`src/rtl/seg7_pkg.sv`:
```
// Shared types and helpers for the seven-segment scan driver.
package seg7_pkg;

  localparam logic [7:0] SEG_BLANK  = 8'hFF;
  localparam int         MAX_DIGITS = 32;

  typedef enum logic {
    ST_IDLE,
    ST_SCAN
  } state_t;

  // Active-low one-hot anode select; callers keep the low NUM_DIGITS bits.
  function automatic logic [MAX_DIGITS-1:0] anode_on(
    input logic [31:0] idx
  );
    anode_on = ~(MAX_DIGITS'(1) << idx);
  endfunction

endpackage

```
`src/rtl/seg7_scan_mux_prescaler.sv`:
```
// Slot/digit position counters for the scan driver.
module scan_prescaler #(
  parameter int NUM_DIGITS = 4,
  parameter int DIV        = 50000,
  parameter int CW         = 16,
  parameter int DW         = 2
) (
  input  logic          clk,
  input  logic          reset,
  input  logic          clear,
  input  logic          en,
  output logic [CW-1:0] cnt_nxt,
  output logic [DW-1:0] digit_nxt,
  output logic          slot_end,
  output logic          frame_end
);

  logic [CW-1:0] cnt;
  logic [DW-1:0] digit;

  assign slot_end  = (cnt == CW'(DIV - 1));
  assign frame_end = slot_end && (digit == DW'(NUM_DIGITS - 1));

  always_comb begin
    cnt_nxt   = cnt;
    digit_nxt = digit;
    if (clear) begin
      cnt_nxt   = '0;
      digit_nxt = '0;
    end else if (en) begin
      if (slot_end) begin
        cnt_nxt   = '0;
        digit_nxt = frame_end ? '0 : digit + DW'(1);
      end else begin
        cnt_nxt = cnt + CW'(1);
      end
    end
  end

  always_ff @(posedge clk) begin
    if (reset) begin
      cnt   <= '0;
      digit <= '0;
    end else begin
      cnt   <= cnt_nxt;
      digit <= digit_nxt;
    end
  end

endmodule

```
`src/rtl/seg7_scan_mux.sv`:
```
// Time-multiplexed common-anode 7-segment driver with blanking guard
// and frame-aligned (tear-free) pattern capture.
module seg7_scan_mux
  import seg7_pkg::*;
#(
  parameter int NUM_DIGITS = 4,
  parameter int DIV        = 50000,
  parameter int BLANK      = 16
) (
  input  logic                    clk,
  input  logic                    reset,
  input  logic                    enable,
  input  logic                    update,
  input  logic [8*NUM_DIGITS-1:0] seg_in,
  output logic [7:0]              seg_out,
  output logic [NUM_DIGITS-1:0]   an_out,
  output logic                    frame_tick
);

  localparam int CW = $clog2(DIV);
  localparam int DW = (NUM_DIGITS > 1) ? $clog2(NUM_DIGITS) : 1;

  state_t state, state_nxt;

  logic [NUM_DIGITS-1:0][7:0] shadow, shadow_d;
  logic [NUM_DIGITS-1:0][7:0] stage, stage_d;
  logic                       pending, pending_d;

  logic [CW-1:0]         cnt_nxt;
  logic [DW-1:0]         digit_nxt;
  logic                  slot_end, frame_end;
  logic                  boundary;
  logic [MAX_DIGITS-1:0] an_full;

  logic [7:0]            seg_d;
  logic [NUM_DIGITS-1:0] an_d;
  logic                  tick_d;

  scan_prescaler #(
    .NUM_DIGITS(NUM_DIGITS),
    .DIV       (DIV),
    .CW        (CW),
    .DW        (DW)
  ) u_pre (
    .clk      (clk),
    .reset    (reset),
    .clear    ((state == ST_IDLE) || !enable),
    .en       (state == ST_SCAN),
    .cnt_nxt  (cnt_nxt),
    .digit_nxt(digit_nxt),
    .slot_end (slot_end),
    .frame_end(frame_end)
  );

  assign boundary = (state == ST_SCAN) && enable
                 && slot_end && frame_end;

  always_comb begin
    state_nxt = state;
    unique case (state)
      ST_IDLE: if (enable)  state_nxt = ST_SCAN;
      ST_SCAN: if (!enable) state_nxt = ST_IDLE;
      default: state_nxt = ST_IDLE;
    endcase
  end

  always_comb begin
    shadow_d  = shadow;
    stage_d   = stage;
    pending_d = pending;
    unique case (1'b1)
      (state == ST_IDLE): begin
        if (update) shadow_d = seg_in;
      end
      boundary: begin
        if (update) begin
          shadow_d  = seg_in;
          pending_d = 1'b0;
        end else if (pending) begin
          shadow_d  = stage;
          pending_d = 1'b0;
        end
      end
      default: begin
        if (update) begin
          stage_d   = seg_in;
          pending_d = 1'b1;
        end
      end
    endcase
  end

  // Outputs are registered from the position the counters move to.
  always_comb begin
    seg_d   = SEG_BLANK;
    an_d    = '1;
    an_full = anode_on(32'(digit_nxt));
    tick_d  = enable
           && (cnt_nxt == CW'(DIV - 1))
           && (digit_nxt == DW'(NUM_DIGITS - 1));
    if (enable && (cnt_nxt >= CW'(BLANK))) begin
      an_d  = an_full[NUM_DIGITS-1:0];
      seg_d = shadow_d[digit_nxt];
    end
  end

  always_ff @(posedge clk) begin
    if (reset) begin
      state      <= ST_IDLE;
      shadow     <= {NUM_DIGITS{SEG_BLANK}};
      stage      <= {NUM_DIGITS{SEG_BLANK}};
      pending    <= 1'b0;
      seg_out    <= SEG_BLANK;
      an_out     <= '1;
      frame_tick <= 1'b0;
    end else begin
      state      <= state_nxt;
      shadow     <= shadow_d;
      stage      <= stage_d;
      pending    <= pending_d;
      seg_out    <= seg_d;
      an_out     <= an_d;
      frame_tick <= tick_d;
    end
  end

endmodule

```
`config.mk`:
```
export PLATFORM = sky130hd
export DESIGN_NAME = seg7_scan_mux
export DESIGN_NICKNAME = d
export VERILOG_FILES = /design/src/rtl/seg7_pkg.sv /design/src/rtl/seg7_scan_mux_prescaler.sv /design/src/rtl/seg7_scan_mux.sv
export SDC_FILE = /design/constraint.sdc
export NUM_CORES = 1
export LEC_CHECK = 0
export BUFFER_PORTS_ARGS = -buffer_cell sky130_fd_sc_hd__buf_2
export CAP_MARGIN = 30
export CORE_MARGIN = 3
export CORE_UTILIZATION = 52
export DETAILED_ROUTE_END_ITERATION = 10
export PLACE_DENSITY = 0.76
export SYNTH_ARGS = -nofsm -noshare
export SYNTH_HDL_FRONTEND = slang
export SYNTH_SLANG_ARGS = --single-unit
```
`constraint.sdc`:
```
create_clock -name clk -period 2.39 [get_ports clk]
set_input_delay 0.3585 -clock clk [delete_from_list [all_inputs] [get_ports clk]]
set_output_delay 0.3585 -clock clk [all_outputs]
set_load 0.005 [all_outputs]
```
==> summary.md <==
| Metric | Value |
|---|---|
| P&R area growth vs syn | `22.4%` |
| Clock Latency Late Sink | `0.36 ns` |
| Largest net degree at the start of global routing | `70` |
| Internal power | `0.00238 W` |
| Hold_ws | `0.207 ns` |
| Clk_skew | `0.00871 ns` |
| CP Max Fanout | `6` |
| Die height | `97.8 um` |
| CP Launch Type | `register` |
| Total power | `0.00315 W` |
| VDD IR max | `373 uV` |
| Worst R2R Start | `u_pre.cnt[11]$_SDFF_PP0_` |
| DR vias/cell | `5.77` |
| DIE WIDTH | `97.8 um` |
| Worst path max stage delay | `0.40 ns` |
| Worst Hold Class | `primary input to register` |
| Top-count cell post-synth | `dfxtp_1` |
| Worst Hold End | `stage[12]$_SDFFE_PP1P_` |
| CP arrival | `2.62 ns` |
| Antenna Cells | `0` |
| Post-DRT Antenna Nets | `0` |
| Sequential share of power | `54.6%` |
| DP HPWL | `7580 um` |
| Reg2Reg Setup Slack | `0.04 ns` |
| CP delay by family, top | `simple AND/OR/NAND/NOR gates` |
| Critical path buffers and inverters | `2` |
| Synth Cell Area | `0.00439 mm2` |
| Dominant synthesized flop cell | `dfxtp_1` |
| Clock Tree Buf Depth | `2` |
| Num ports | `49` |
| Worst Tran Pin Value | `0.646 ns` |
| Overflow after GRT | `0` |
| Power Density | `587 mW/mm2` |
| Clock Power Share | `34.6%` |
| H-tree depth | `3` |
| First-pass iteration count of the detailed router | `5` |
| Area of the multi-input gates | `0.00242 mm2` |
| CP endpoint kind | `register` |
| Final setup viols | `0` |
| Synth area leader | `dfxtp_1` |
| Outcome | `finished, final reports clean` |
| TritonCTS clock tree | `done` |
| Routed wire length per instance | `18.0 um` |
| Filler cells | `600` |
| All-Layer GR Usage | `22.4%` |
| Area contributors post-synth | `dfxtp_1, a221o_1, a211o_1, nor2b_1, and2_1` |
| Fin. Hold Viols | `0` |
| Hold path startpoint | `seg_in[12]` |
| Number of max-cap violations | `0` |
| Sw Pwr | `0.000769 W` |
| R2R cell count | `9` |
| Synth Register Bits | `97` |
| Total number of yosys warnings | `0` |
| Slew margin rel. | `56.9%` |
| Class of the most critical setup path | `register to register` |
| Core area | `0.00797 mm2` |
| Met2 Resource Use GR | `36.9%` |
| Layer with the highest usage | `met2` |
| Clk root buf | `clkbuf_8` |
| Starting Density | `55.1%` |
| Detailed Route Iter0 Violations | `207` |
| Vias in the first global route | `3590` |
| Vias | `3658` |
| Sequential share of the synthesized area | `44.3%` |
| TritonCTS Buffers | `9` |
| Global-route wire length before repair | `17500 um` |
| DR DRC count | `0` |
| Setup TNS | `0 ns` |
| PortBufs | `48` |
| Final worst-path cycle share | `98.3%` |
| Synth Area per Inst | `9.64 um2` |
| FP Rows | `32` |
| RSZ-0062 raised after global routing | `true` |
| Hold bufs inserted after CTS | `0` |
| GR Layer Usage met3 | `5.43%` |
| Nets | `565` |
| Die area | `0.00957 mm2` |
| Grt met1 use | `28.5%` |
| Initial antenna violation count | `0` |
| Layout cells sized above 1 | `28.0%` |
| Leak | `1.99 nW` |
| Synth cell types | `55` |
| Share of Yosys cell area claimed by the top area cell type | `44.3%` |
| Routed wire length | `11400 um` |
| Post-synth net total | `493` |
| Async SR Flop Fraction | `0%` |
| Crit-path most repeated cell | `buf_4` |
| Worst r2r dst | `seg_out[3]$_SDFF_PP1_` |
| Storage cell area | `0.00194 mm2` |
| Post-synth top cells | `dfxtp_1, nor2b_1, a211o_1, and2_1, or2_1` |
| Crit-path cells | `buf_4 > or3_4 > nor4_4 > buf_4 > a21oi_2 > a31oi_4 > or2_4 > o22ai_2 > o31ai_2` |
| Total clock sinks | `97` |
| Highest-delay cell along the critical path | `or3_4` |
| Slew Limit Fails | `0` |
| GPL Wtd Cong | `0.859` |
| Hold Path Cell Cnt | `2` |
| EDFF count, synth | `0` |
| Cells after Synth | `455` |
| Switching share of power | `24.4%` |
| Worst-path clk slew | `0.10 ns` |
| Logic gate share of total power | `10.8%` |
| Tmin final | `2.35 ns` |
| Critical path data required time | `2.66 ns` |
| Peak Freq | `426 MHz` |
==> per-stage QoR <==
step / instance area (um2) / utilization [%] / setup WS (ns) / instances
6_report: 5370 / 67.4 / 0.0401 / 634
5_1_grt: 5370 / 67.4 / -0.0559 / 634
4_1_cts: 5130 / 64.4 / -0.00552 / 626
3_5_place_dp: 4910 / 61.7 / -0.111 / 610
3_3_place_gp: 4910 / 61.7 / -0.113 / 610
2_1_floorplan: 4390 / - / 0.0952 / 455
==> placed cells by master, fill, tap and decap left out, types with 17 or more instances in the layout <==
cell	Yosys	final
a211o_1	32	32
and2_1	32	32
dfxtp_1	97	95
buf_4	3	35
nor2b_1	36	36
buf_2	13	48
a221o_1	30	30
or2_1	32	30
nand2_1	20	17
nor2_1	25	24
==> power by group through the flow <==
stage / clock network (W) / logic (W) / registers, W
detailed placement: 0 / 0.000328 / 0.00175
finish: 0.00109 / 0.000341 / 0.00172
CTS: 0.00109 / 0.000331 / 0.00172
global route: 0.00116 / 0.000374 / 0.00173
floorplan: 0 / 0.000228 / 0.00174
global placement: 0 / 0.000318 / 0.00175
==> repair_timing <==
item | 4_1_cts | 5_1_grt
setup endpoints to repair | 10 | 40
buffers inserted | 0 | 4
pin swaps | 0 | 13
cloned | 0 | 4
gates resized for setup | 6 | 32
==> layout make-up <==
type,instances,area share (%)
clock buffers,12,2.70
clock inverters,4,0.955
inverters,7,0.489
multi-input cells,320,45.0
flip-flops and latches,97,36.2
well taps,102,2.38
repair buffers,92,12.3
==> state kept, by name, summed over array words and instances, names as in the netlist <==
| name | flops |
|---|---|
| u_pre.cnt | 16 |
| stage | 32 |
| shadow | 32 |
| an_out | 4 |
| seg_out | 8 |
| frame_tick | 1 |
| pending | 1 |
| u_pre.digit | 2 |
| state | 1 |
==> routing by layer <==
metal  vias to the layer above  part of all wire, %
met5                         -                    0
met4                         0                  2.5
met3                        19                  5.1
met2                       115                   49
met1                      1742                   44
li1                       1782                    -
==> how the worst max path moves through the flow <==
stage / to / startpoint / slack, ns / cells past startpoint
final: seg_out[3]$_SDFF_PP1_ / u_pre.cnt[11]$_SDFF_PP0_ / 0.04 / 9
after global routing: seg_out[3]$_SDFF_PP1_ / u_pre.cnt[11]$_SDFF_PP0_ / -0.06 / 9
after CTS: seg_out[3]$_SDFF_PP1_ / u_pre.cnt[7]$_SDFF_PP0_ / -0.006 / 9
after detailed placement: seg_out[3]$_SDFF_PP1_ / u_pre.cnt[6]$_SDFF_PP0_ / -0.11 / 8
after global placement: seg_out[3]$_SDFF_PP1_ / u_pre.cnt[6]$_SDFF_PP0_ / -0.11 / 9
after floorplan: seg_out[3]$_SDFF_PP1_ / u_pre.cnt[0]$_SDFF_PP0_ / 0.1 / 10
==> cells by family (layout without fill, tap and decap cells) <==
family / after synthesis / after routing / synth area share, %
AOI/OAI and AO/OA: 104 / 104 / 20.4
xor gates and xnor gates: 15 / 15 / 2.99
adders and majority gates: 2 / 2 / 0.570
buffers and inverters: 40 / 115 / 5.05
DFF: 97 / 97 / 44.3
muxes: 2 / 2 / 0.456
and+or+nand+nor: 195 / 197 / 26.2
(Power assumes the default switching activity.)
